$ cat config.mk
export PLATFORM = sky130hd
export DESIGN_NAME = mag_comp_seq
export DESIGN_NICKNAME = d
export VERILOG_FILES = /design/src/rtl/mag_comp_seq.sv
export SDC_FILE = /design/constraint.sdc
export NUM_CORES = 1
export LEC_CHECK = 0
export BUFFER_PORTS_ARGS = -buffer_cell sky130_fd_sc_hd__buf_2
export CORE_MARGIN = 2
export CORE_UTILIZATION = 43
export CTS_CLUSTER_SIZE = 10
export DETAILED_ROUTE_END_ITERATION = 7
export GPL_TIMING_DRIVEN = 0
export PLACE_DENSITY = 0.66
export SLEW_MARGIN = 15
export SYNTH_ARGS = -nofsm -noshare
export SYNTH_HDL_FRONTEND = slang
export SYNTH_SLANG_ARGS = --single-unit
$ cat constraint.sdc
create_clock -name clk -period 3.35 [get_ports clk]
set_input_delay 0.67 -clock clk [delete_from_list [all_inputs] [get_ports clk]]
set_output_delay 0.67 -clock clk [all_outputs]
set_load 0.02 [all_outputs]
$ cat src/rtl/mag_comp_seq.sv
// MSB-first sequential magnitude compare of two WIDTH-bit operands through one
// shared external 2-bit comparator slice. Optional macro: MAG_SEQ_EARLY_EXIT_EN.
module mag_comp_seq #(
  parameter int WIDTH = 8
) (
  input  logic             clk,
  input  logic             rst,
  input  logic             start,
  input  logic [WIDTH-1:0] a,
  input  logic [WIDTH-1:0] b,
  output logic             busy,
  output logic             done,
  output logic [2:0]       x,
  output logic [1:0]       cmp_a,
  output logic [1:0]       cmp_b,
  input  logic [2:0]       cmp_x,
  output logic [1:0]       dbg_state_o
);

  localparam int SLICES = WIDTH / 2;
  localparam int IDXW   = (SLICES > 1) ? $clog2(SLICES) : 1;
  localparam logic [IDXW-1:0] IDX_TOP = IDXW'(SLICES - 1);

  localparam logic [2:0] GT  = 3'b100;
  localparam logic [2:0] EQ  = 3'b010;
  localparam logic [2:0] LT  = 3'b001;
  localparam logic [2:0] ERR = 3'b000;

  typedef enum logic [1:0] {
    S_IDLE = 2'd0,
    S_RUN  = 2'd1,
    S_DONE = 2'd2
  } state_t;

  state_t           state_q, state_d;
  logic [WIDTH-1:0] a_q, a_d;
  logic [WIDTH-1:0] b_q, b_d;
  logic [IDXW-1:0]  idx_q, idx_d;
  logic             found_q, found_d;
  logic [2:0]       res_q, res_d;
  logic [2:0]       x_q, x_d;

  logic [2:0]       slice_code;
  logic [2:0]       res_now;
  logic             early_stop;
  logic [IDXW:0]    bit_base;
  logic [WIDTH-1:0] a_sh, b_sh;

  // Once a non-equal slice has been seen, its verdict is final; later slices
  // are only scanned (constant-latency build) and never change the result.
  always_comb begin
    slice_code = ERR;
    if (cmp_x == GT || cmp_x == LT || cmp_x == EQ) slice_code = cmp_x;
    res_now = found_q ? res_q : slice_code;
  end

`ifdef MAG_SEQ_EARLY_EXIT_EN
  assign early_stop = (cmp_x != EQ);
`else
  assign early_stop = 1'b0;
`endif

  always_ff @(posedge clk) begin
    if (rst) begin
      state_q <= S_IDLE;
      a_q     <= '0;
      b_q     <= '0;
      idx_q   <= '0;
      found_q <= 1'b0;
      res_q   <= ERR;
      x_q     <= ERR;
    end else begin
      state_q <= state_d;
      a_q     <= a_d;
      b_q     <= b_d;
      idx_q   <= idx_d;
      found_q <= found_d;
      res_q   <= res_d;
      x_q     <= x_d;
    end
  end

  always_comb begin
    state_d = state_q;
    a_d     = a_q;
    b_d     = b_q;
    idx_d   = idx_q;
    found_d = found_q;
    res_d   = res_q;
    x_d     = x_q;
    case (state_q)
      S_IDLE: begin
        if (start) begin
          state_d = S_RUN;
          a_d     = a;
          b_d     = b;
          idx_d   = IDX_TOP;
          found_d = 1'b0;
          res_d   = EQ;
        end
      end
      S_RUN: begin
        res_d   = res_now;
        found_d = found_q | (cmp_x != EQ);
        if (idx_q == '0 || early_stop) begin
          state_d = S_DONE;
          x_d     = res_now;
        end else begin
          idx_d = idx_q - 1'b1;
        end
      end
      S_DONE:  state_d = S_IDLE;
      default: state_d = S_IDLE;
    endcase
  end

  assign bit_base = {idx_q, 1'b0};
  assign a_sh     = a_q >> bit_base;
  assign b_sh     = b_q >> bit_base;

  always_comb begin
    busy  = 1'b0;
    done  = 1'b0;
    cmp_a = 2'b00;
    cmp_b = 2'b00;
    case (state_q)
      S_RUN: begin
        busy  = 1'b1;
        cmp_a = a_sh[1:0];
        cmp_b = b_sh[1:0];
      end
      S_DONE: begin
        busy = 1'b1;
        done = 1'b1;
      end
      default: ;
    endcase
  end

  assign x           = x_q;
  assign dbg_state_o = state_q;

endmodule

# Yosys cells after proc, flatten, opt, wreduce, memory -nomap -nowiden
# Index checks and enable logic that the tools add are counted.
# totals
regBits,27
out_inout_bits,11
# op_classes
n_addsub,1
n_eq_ne,9
shifts,2
n_mux,16
n_bitwise,1
reduce_logical,11
# op_table
operator,count
$shr 8x3->2,2
$mux 2,6
$mux 3,3
$pmux 2 s2,2
$reduce_and 2->1,4
$ne 2x2->1 const B,3
$pmux 3 s2,1
$logic_not 2->1,2
$eq 3x1->1 const B,1
$eq 3x2->1 const B,1
$eq 3x3->1 const B,1
$mux 1,3
$ne 3x2->1 const B,1
$reduce_and 3->1,1
$eq 2x1->1 const B,1
$eq 2x2->1 const B,1
$logic_or 1x1->1,2
$pmux 1 s2,1
$reduce_bool 2->1,1
$reduce_or 2->1,1
$sub 2x1->2 const B,1
$or 1x1->1,1

# Logic depth before layout (Yosys ltp)
# logic_depth
ltp_word,6
mapped_depth,7

# Worst setup path after synthesis
# OpenSTA, ideal clock, no wires.
# synth_timing
path_kind,register to output
from,register idx_q[1]
to,output cmp_b[0]
arrival_ns,1.171
t_required_ns,2.680
slack_ns,1.509
path_stages_with_launch,3
n_path_buf,0
cell_sequence,dfxtp_1 -> mux4_1 -> and2_1
# synth_via
elab_chain_len,2
# synth_lines
item,line,text
from (decl),38,"logic [IDXW-1:0] idx_q, idx_d;"
from (signal assigned),76,idx_q <= idx_d;
$shr 8x3->2,119,assign b_sh = b_q >> bit_base;
$mux 2,126,case (state_q)
to (decl),15,"output logic [1:0] cmp_b,"
# No other way between the ends.

# Worst setup path in the final report
# Same ends and word-level chain as after synthesis.

==> metrics <==
status=completed; setup TNS=0 ps; Fill cells=around 290; Global Route Usage Sum=0.170; hold path start=a_q[4]; final wirelength=about 2700 µm; sequential cell area fraction in the yosys report=0.423; CTS tree=done; Clock Tree Root=clkbuf_4; final worst-path cycle share=0.715; Syn. warnings=0; initial antenna violation count=0; routed vias=1,120; setup violators final=0; slew margin rel.=0.690; Layout area overhead=17.6%; r2r endpoint=res_q[1]; Tmin final=2400 ps; Req. time, crit path=roughly 2700 ps; cell count after synthesis=~150; Nets=212; Fin Hold WS=466 ps; clk sinks=27; reg2reg setup slack=around 1800 ps; Yosys cell types=29; R2R Path Start=dbg_state_o[0]; synthesized area per cell=8.64 µm²; drt drc=0; Worst Hold End=a_q[4]; vias per inst=roughly 5.2; Psw=roughly 0.00046 W; post_cts resized=0; core area=between 0.002 and 0.003 mm²; Reg power frac=0.390; detailed placement HPWL=between 2000 and 2500 µm; Leak=~0.65 nW; cts bufs inserted=3; CP Max Fanout=6; total global routing overflow=0; Final ANT Viol Nets=0; pwr dens=roughly 760 mW/mm²; Max clock buf depth=2; Critical Path AT=1730 ps; Rows=19; crit end category=output port; GPL Wtd Cong=0.707; area fraction of the dominant cell type after synthesis=0.423; cell type with the highest aggregate area in the netlist=dfxtp_1; Hold/Removal Path Class=flip-flop to flip-flop; I/O pin count=33; Hold-fix buffers, CTS=0; Worst Tran Pin Value=465 ps; Slew Viols, Final=0; Startpoint Class=flip-flop; first-pass GRT wire length=between 4000 and 5000 µm; clk_skew=~7 ps; internal power=approximately 0.00068 W; Die Area=approximately 0.0034 mm²; chip height=approximately 60 µm; Syn Nets=175; Max VDD drop=approximately 0.00046 V; Max Cap Viol=0; Comb power frac=0.485; Clock transition at path regs=approximately 150 ps; antenna cell count=0; RSZ-0062 raised after global routing=no; worst skew pair latency=between 300 and 400 ps; Port-buffer cells=32; Hold Fails Final Rpt=0; Initial Util=0.460; DR iter-0 viols=24; CTS HTree Levels=1; WL per Instance=12.5 µm; fraction of layout cells with a size suffix above 1=0.255; Sw Ratio=0.404; largest net degree at the start of global routing=15; CP Class=flip-flop to output port; worst r2r path cells=5; Hold Crit Depth=2; number of global-route vias before repair=roughly 1,100; post-synthesis cell area=approximately 0.0013 mm²; clock network power share=0.125; DIE WIDTH=between 50 and 60 µm; # Post-CTS Setup Buffers=0; 1st-pass router iterations=4; leading post-synthesis cells by cell area=dfxtp_1 42%, nand2_1 11%, a21oi_1 10%; fmax=roughly 420 MHz; flops & latches, synth=27
[logic make-up (layout without fill, tap and decap cells)]
| family | Yosys count | count (layout) | share of synthesized area |
|---|---|---|---|
| AND/OR/NAND/NOR | 57 | 57 | 0.207 |
| AO/OA/AOI/OAI | 40 | 40 | 0.180 |
| flip-flops | 27 | 27 | 0.423 |
| buffers and inverters | 14 | 50 | 0.0558 |
| adder cells (fa/ha/maj) | 5 | 5 | 0.0489 |
| multiplexers | 5 | 5 | 0.0851 |
[worst max-delay path, cell delays in order, from the launching register on]
cell	delay (ps)
dfxtp_1	510
mux4_1	570
and2_1	160
buf_2	150
[area by class of cell]
| type | count | area, µm² | share of cell area |
|---|---|---|---|
| buffer | 8 | 48.8 | 0.0324 |
| timing repair buffer | 32 | 160 | 0.106 |
| sequential | 27 | 541 | 0.359 |
| inverter | 6 | 22.5 | 0.0150 |
| tap | 31 | 38.8 | 0.0258 |
| clock buffer | 4 | 26.3 | 0.0175 |
| multi-input combinational | 107 | 667 | 0.443 |
[registers in the layout, indices dropped and copies added, names as in the netlist]
name	flops
found_q	1
res_q	3
x	3
a_q	8
idx_q	2
b_q	8
dbg_state_o	2
[power groups by stage]
stage | Combinational [W] | Sequential, W | Clock (W)
finish | 0.000557 | 0.000448 | 0.000144
global route | 0.000628 | 0.000459 | 0.000157
CTS | 0.000563 | 0.000449 | 0.000147
detailed placement | 0.000561 | 0.000456 | 0
global placement | 0.000547 | 0.000452 | 0
floorplan | 0.000403 | 0.000473 | 0
[metrics by stage]
| stage | instance area [µm²] | total power (W) | setup WS [ps] | instances | utilization |
|---|---|---|---|---|---|
| floorplan | 1280 | 0.000876 | 1510 | 148 | - |
| global placement | 1480 | 0.00100 | 1320 | 211 | 0.531 |
| detailed placement | 1480 | 0.00102 | 1330 | 211 | 0.531 |
| CTS | 1500 | 0.00116 | 938 | 215 | 0.541 |
| global route | 1500 | 0.00124 | 871 | 215 | 0.541 |
| finish | 1500 | 0.00115 | 953 | 215 | 0.541 |
[metal layers]
metal  track usage  vias to the layer above  routed length (µm)
met5             0                        -                   0
met4        0.0598                        0                  27
met3        0.0286                        4                 127
met2         0.283                       26                1260
met1         0.222                      508                1260
li1              -                      582                   -
[layout by cell type, fill, tap and decap left out]
cell type	n
a21o_1	1
inv_1	6
mux4_2	3
nand3_1	1
clkbuf_1	3
a311oi_1	1
mux4_1	1
buf_6	1
o311ai_1	1
a32oi_1	1
nand2_1	39
nand3b_1	1
buf_4	2
ha_1	5
dfxtp_1	27
o21a_1	1
and2_1	5
nor4b_2	1
nor2_1	2
clkbuf_4	3
and2_0	1
nor4b_1	1
buf_2	35
o32ai_1	2
o21ai_0	6
nor2b_1	2
nand2b_1	4
mux2_4	1
o221a_2	1
a21oi_1	26
[how the worst max path moves through the flow]
stage	slack (ps)	to	cells after the start	start
finish	950	cmp_b[0]	3	idx_q[1]
global route	870	cmp_b[0]	3	idx_q[1]
CTS	940	cmp_b[0]	3	idx_q[1]
detailed placement	1330	cmp_b[0]	3	idx_q[1]
global placement	1320	cmp_b[0]	3	idx_q[1]
floorplan	1510	cmp_b[0]	2	idx_q[1]
[cell usage after synthesis (all sizes together)]
library cell   n
ha             5
mux4           4
a32oi          1
o221a          1
buf            6
nand2         39
a21oi         26
nor4b          2
dfxtp         27
inv            6
o21ai          6
o21a           1
mux2           1
a21o           1
nand3          1
a311oi         1
nand2b         4
and2           6
clkbuf         2
nor2           2
nor2b          2
nand3b         1
o32ai          2
o311ai         1
Power figures use the tool's default switching activity.
